$ cat config.mk
export PLATFORM = sky130hd
export DESIGN_NAME = ram_ctrl
export DESIGN_NICKNAME = d
export VERILOG_FILES = /design/src/rtl/ram_ctrl.sv
export SDC_FILE = /design/constraint.sdc
export NUM_CORES = 2
export LEC_CHECK = 0
export CAP_MARGIN = 40
export CORE_MARGIN = 1.5
export CORE_UTILIZATION = 38
export CTS_CLUSTER_SIZE = 8
export DETAILED_ROUTE_END_ITERATION = 10
export HOLD_SLACK_MARGIN = 0.05
export PLACE_DENSITY = 0.5
export SYNTH_ARGS = -nofsm -noshare
export SYNTH_HDL_FRONTEND = slang
export SYNTH_SLANG_ARGS = --single-unit
$ cat constraint.sdc
create_clock -name clk -period 7.65 [get_ports clk]
set_input_delay 1.1475 -clock clk [delete_from_list [all_inputs] [get_ports clk]]
set_output_delay 1.1475 -clock clk [all_outputs]
set_load 0.02 [all_outputs]
$ cat src/rtl/ram_ctrl.sv
// Byte-writable single-port RAM with a power-up/reset clear sweep, registered
// read port with a valid pulse, sticky access-while-busy error and a byte LED mux.
module ram_ctrl #(
  parameter  int                ADDR_W   = 6,
  parameter  int                DATA_W   = 32,
  parameter  logic [DATA_W-1:0] INIT_VAL = '0,
  localparam int                NB       = DATA_W / 8,
  localparam int                SEL_W    = (NB > 1) ? $clog2(NB) : 1
) (
  input  logic              clk,
  input  logic              rst,
  input  logic [ADDR_W-1:0] Mem_Addr,
  input  logic              Mem_Write,
  input  logic              Mem_Read,
  input  logic [NB-1:0]     Byte_En,
  input  logic [DATA_W-1:0] Data_In,
  input  logic [SEL_W-1:0]  MUX,
  input  logic              Clr_Err,
  output logic [DATA_W-1:0] Data_Out,
  output logic              Rd_Valid,
  output logic              Busy,
  output logic              Err,
  output logic [7:0]        LED
);

  localparam int DEPTH = 2 ** ADDR_W;

  typedef enum logic {
    CLEAR = 1'b0,
    READY = 1'b1
  } state_t;

  state_t            r_state;
  logic [ADDR_W-1:0] r_clr_cnt;
  logic [DATA_W-1:0] r_mem [DEPTH];
  logic [DATA_W-1:0] r_data_out;
  logic              r_rd_valid;
  logic              r_busy;
  logic              r_err;

  logic              w_clearing;
  logic              w_access;
  logic [ADDR_W-1:0] w_wr_addr;
  logic [DATA_W-1:0] w_wr_data;
  logic [NB-1:0]     w_wr_be;
  logic [7:0]        w_bytes [NB];
  logic [7:0]        w_led;

  assign w_clearing = (r_state == CLEAR);
  assign w_access   = Mem_Write | Mem_Read;
  // The sweep owns the write port; user strobes cannot reach the array meanwhile.
  assign w_wr_addr  = w_clearing ? r_clr_cnt : Mem_Addr;

  generate
    for (genvar gi = 0; gi < NB; gi++) begin : g_byte
      assign w_wr_be[gi]          = w_clearing | (Mem_Write & Byte_En[gi]);
      assign w_wr_data[gi*8 +: 8] = w_clearing ? INIT_VAL[gi*8 +: 8] : Data_In[gi*8 +: 8];
      assign w_bytes[gi]          = r_data_out[gi*8 +: 8];
    end
  endgenerate

  // Array kept free of reset so it maps onto block RAM with byte write enables.
  always_ff @(posedge clk) begin
    for (int b = 0; b < NB; b++) begin
      if (w_wr_be[b]) begin
        r_mem[w_wr_addr][b*8 +: 8] <= w_wr_data[b*8 +: 8];
      end
    end
  end

  always_ff @(posedge clk or posedge rst) begin
    if (rst) begin
      r_state    <= CLEAR;
      r_clr_cnt  <= '0;
      r_data_out <= '0;
      r_rd_valid <= 1'b0;
      r_busy     <= 1'b1;
      r_err      <= 1'b0;
    end else begin
      r_rd_valid <= 1'b0;
      case (r_state)
        CLEAR: begin
          r_clr_cnt <= r_clr_cnt + 1'b1;
          if (&r_clr_cnt) begin
            r_state <= READY;
            r_busy  <= 1'b0;
          end
        end
        READY: begin
          // Non-blocking read of the array gives read-first on a same-address write.
          if (Mem_Read) begin
            r_data_out <= r_mem[Mem_Addr];
            r_rd_valid <= 1'b1;
          end
        end
        default: begin
          r_state <= CLEAR;
          r_busy  <= 1'b1;
        end
      endcase

      if (w_clearing && w_access) begin
        r_err <= 1'b1;
      end else if (Clr_Err) begin
        r_err <= 1'b0;
      end
    end
  end

  // Select codes beyond the last byte fall through to zero.
  always_comb begin
    w_led = 8'h00;
    for (int b = 0; b < NB; b++) begin
      if (MUX == SEL_W'(b)) begin
        w_led = w_bytes[b];
      end
    end
  end

  assign Data_Out = r_data_out;
  assign Rd_Valid = r_rd_valid;
  assign Busy     = r_busy;
  assign Err      = r_err;
  assign LED      = w_led;

endmodule
==> summary.md <==
| Metric | Value |
|---|---|
| Outcome | `complete, no violations` |
| VDD IR max | `0.156 mV` |
| Overflow after GRT | `0` |
| Tot Pwr | `24.9 mW` |
| Placement Cell Area | `between 80000 and 90000 um^2` |
| Core box area | `212000 um^2` |
| I/O pin count | `about 90` |
| Post-CTS Setup Bufs | `0` |
| Sequential-to-total area share from yosys stat | `0.773` |
| CTS tree | `built` |
| Row Count | `169` |
| Fin util | `0.444` |
| Startpoint Class | `flip-flop` |
| Crit Path Category | `flip-flop to flip-flop` |
| Htree depth | `5` |
| Final hold slack | `between 0.5 and 0.6 ns` |
| Setup_tns | `0 ns` |
| Starting density of the core | `0.382` |
| Clk Latency, worst-skew pair | `0.93 ns` |
| Critical path capture point type | `flip-flop` |
| Final setup margin | `about 3.3 ns` |
| Cells after Synth | `slightly below 4000` |
| Largest net degree at the start of global routing | `115` |
| Number of DRC markers in iteration 0 | `about 4200` |
| Via density per instance | `5.60` |
| Period utilization | `0.573` |
| DP Cell Count | `about 6800` |
| Mapped Nets | `a little over 4000` |
| Mapped Area | `80900 um^2` |
| First-pass GRT wire length | `317000 um` |
| Area leader, netlist | `edfxtp_1` |
| GPL Wtd Cong | `about 0.8` |
| CTS Root Cell | `clkbuf_16` |
| Minimum clock period | `4.38 ns` |
| Cts hold-fix bufs | `0` |
| Chip width | `between 400 and 500 um` |
| Synth unique cells | `44` |
| Final wirelength | `between 200000 and 250000 um` |
| Max Slew Vio Count | `0` |
| P_leak | `25.1 nW` |
| Top_reg_cell synth | `edfxtp_1` |
| Die ar. | `between 200000 and 250000 um^2` |
| Clock Path Buffers | `4` |
| Critical Path AT | `4.91 ns` |
| Die Ht | `464 um` |
| Critical Path RT | `around 8.2 ns` |
| Num CTS Buffers | `between 300 and 400` |
| Setup violators final | `0` |
| Yosys reg bits | `2090` |
| Nets@finish | `between 4000 and 5000` |
| Area fraction of the dominant cell type after synthesis | `0.760` |
| Share of synthesized registers carrying an async set or reset | `0.0201` |
| RSZ-0062 raised after global routing | `no` |
| Routed len/inst | `a little over 30 um` |
| Layout Area Growth over Synthesis | `16.3%` |
| Residual DRC count | `0` |
| Overall routing resource usage | `0.206` |
| Relative slew slack | `0.242` |
| Post-Layout Cell Count | `approximately 7200` |
| Least-Margin Pin Slew | `1.14 ns` |
| R2r setup slk | `approximately 3.3 ns` |
| Number of flops mapped to enable cells by yosys | `just over 2000` |
| Final instance area | `between 90000 and 100000 um^2` |
| Post-route ant nets | `0` |
| Clk sink count | `2090` |
| Hold Crit Class | `flip-flop to flip-flop` |
| Layout cells sized above 1 | `0.212` |
| DRT Pass-1 Iters | `5` |
| Final HPWL DP | `135000 um` |
| Pwr Density | `around 260 nW/um^2` |
| Vias in the first global route | `~42000` |
| Top post-synthesis cells by area | `edfxtp_1 76%, mux4_2 11%, mux2i_1 3.6%` |
| Post-cts sizing count | `0` |
| Initial antenna violation count | `6` |
| Mean post-synth cell area | `around 20 um^2` |
| Yosys warns | `0` |
| Max Fclk | `approximately 230 MHz` |
| Final Hold Fails | `0` |
| Reg clk slew, reported paths | `about 0.05 ns` |
| Filler cells | `~18000` |
| Total of max-cap violations | `0` |
| IO buf count | `a little over 90` |
| CP Max Fanout | `44` |
| Pre-CTS WS | `2.93 ns` |
| Routed vias | `slightly above 40000` |
| Clock skew after layout | `a little over 0.05 ns` |
-- registers in the layout (all words and copies together), names as in the netlist --
signal     cells
Busy           1
Data_Out      32
Err            1
Rd_Valid       1
r_clr_cnt      6
r_mem       2048
r_state        1
-- layout by cell type (no fill, tap or decap), types with 2 or more instances in the layout --
cell type / instances
nor2_4: 3
nand2_2: 12
inv_1: 3
nor2b_1: 33
and2_1: 5
clkinv_8: 2
nor2_1: 269
nand3_1: 68
nor2b_4: 3
a21oi_1: 34
buf_8: 6
buf_12: 13
o22ai_1: 65
buf_16: 9
clkbuf_1: 88
mux4_2: 392
mux2i_1: 290
a211oi_1: 62
a221o_1: 32
and2_2: 33
diode_2: 14
a21o_1: 3
nand2_1: 89
a22oi_1: 161
or2_2: 2
edfxtp_1: 2048
nand4_1: 32
clkbuf_16: 317
or3b_2: 2
or3_1: 31
dfrtp_1: 40
clkdlybuf4s50_1: 88
inv_6: 4
xnor2_1: 4
mux2_2: 5
buf_4: 115
-- critical path: stages, from the launching register on --
cell	delay (ns)
dfrtp_2	0.59
buf_4	0.51
nor2b_1	0.19
a21oi_1	0.52
and2_1	0.71
nand2_1	0.63
nor2_1	0.83
-- logic make-up (layout without fill, tap and decap cells) --
group | Yosys count | after routing | synth area share
DFF | 2090 | 2090 | 0.773
AOI/OAI and AO/OA | 363 | 363 | 0.0326
xor gates and xnor gates | 5 | 5 | 0.000541
other | 0 | 14 | 0
adders and majority gates | 1 | 1 | 0.000155
muxes | 687 | 687 | 0.146
buffers and inverters | 241 | 649 | 0.0146
and+or+nand+nor | 591 | 591 | 0.0333
-- worst paths after layout --
check / startpoint / to / depth (start not counted)
setup / recovery: r_state / r_mem[18][8] / 6
hold / removal: r_clr_cnt[5] / r_clr_cnt[5] / 1
setup reg to reg: r_state / r_mem[18][8] / 6
hold reg to reg: r_clr_cnt[5] / r_clr_cnt[5] / 1
max in group asynchronous: rst / Busy / 4
min in group asynchronous: rst / Data_Out[9] / 3
-- synthesized netlist by cell type (5+ instances only) --
library cell,number
nor2b_1,36
mux4_2,392
a221o_1,32
edfxtp_1,2048
nor2_1,271
mux2i_1,290
and2_1,38
or3_1,32
o22ai_1,65
buf_1,19
nand3_1,68
nand4_1,32
clkbuf_1,110
buf_2,78
buf_6,18
nand2_1,101
mux2_2,5
a21oi_1,34
dfrtp_1,41
a22oi_1,161
buf_4,12
a211oi_1,62
-- power breakdown --
group | switching (mW) | leakage [nW] | internal [mW]
clock network | 4.61 | 4.05 | 7.40
logic | 0.329 | 6.26 | 0.195
registers | 0.000120 | 14.8 | 12.4
-- routing by layer --
| metal | track usage | vias up | wire length (um) |
|---|---|---|---|
| li1 | - | 17000 | - |
| met1 | 0.282 | 21700 | 94700 |
| met2 | 0.337 | 1318 | 109000 |
| met3 | 0.0318 | 350 | 11900 |
| met4 | 0.0663 | 2 | 7880 |
| met5 | 0 | - | 12 |
-- layout make-up --
| type | count | area, um^2 | area share |
|---|---|---|---|
| clock buffer | 405 | 8260 | 0.0878 |
| antenna | 14 | 35.0 | 0.000372 |
| inverter | 4 | 15.0 | 0.000160 |
| clock inverter | 7 | 76.3 | 0.000811 |
| tap | 2821 | 3530 | 0.0375 |
| sequential | 2090 | 62600 | 0.665 |
| multi-input combinational | 1647 | 17300 | 0.184 |
| timing repair buffer | 233 | 2360 | 0.0251 |
Power figures use the tool's default switching activity.
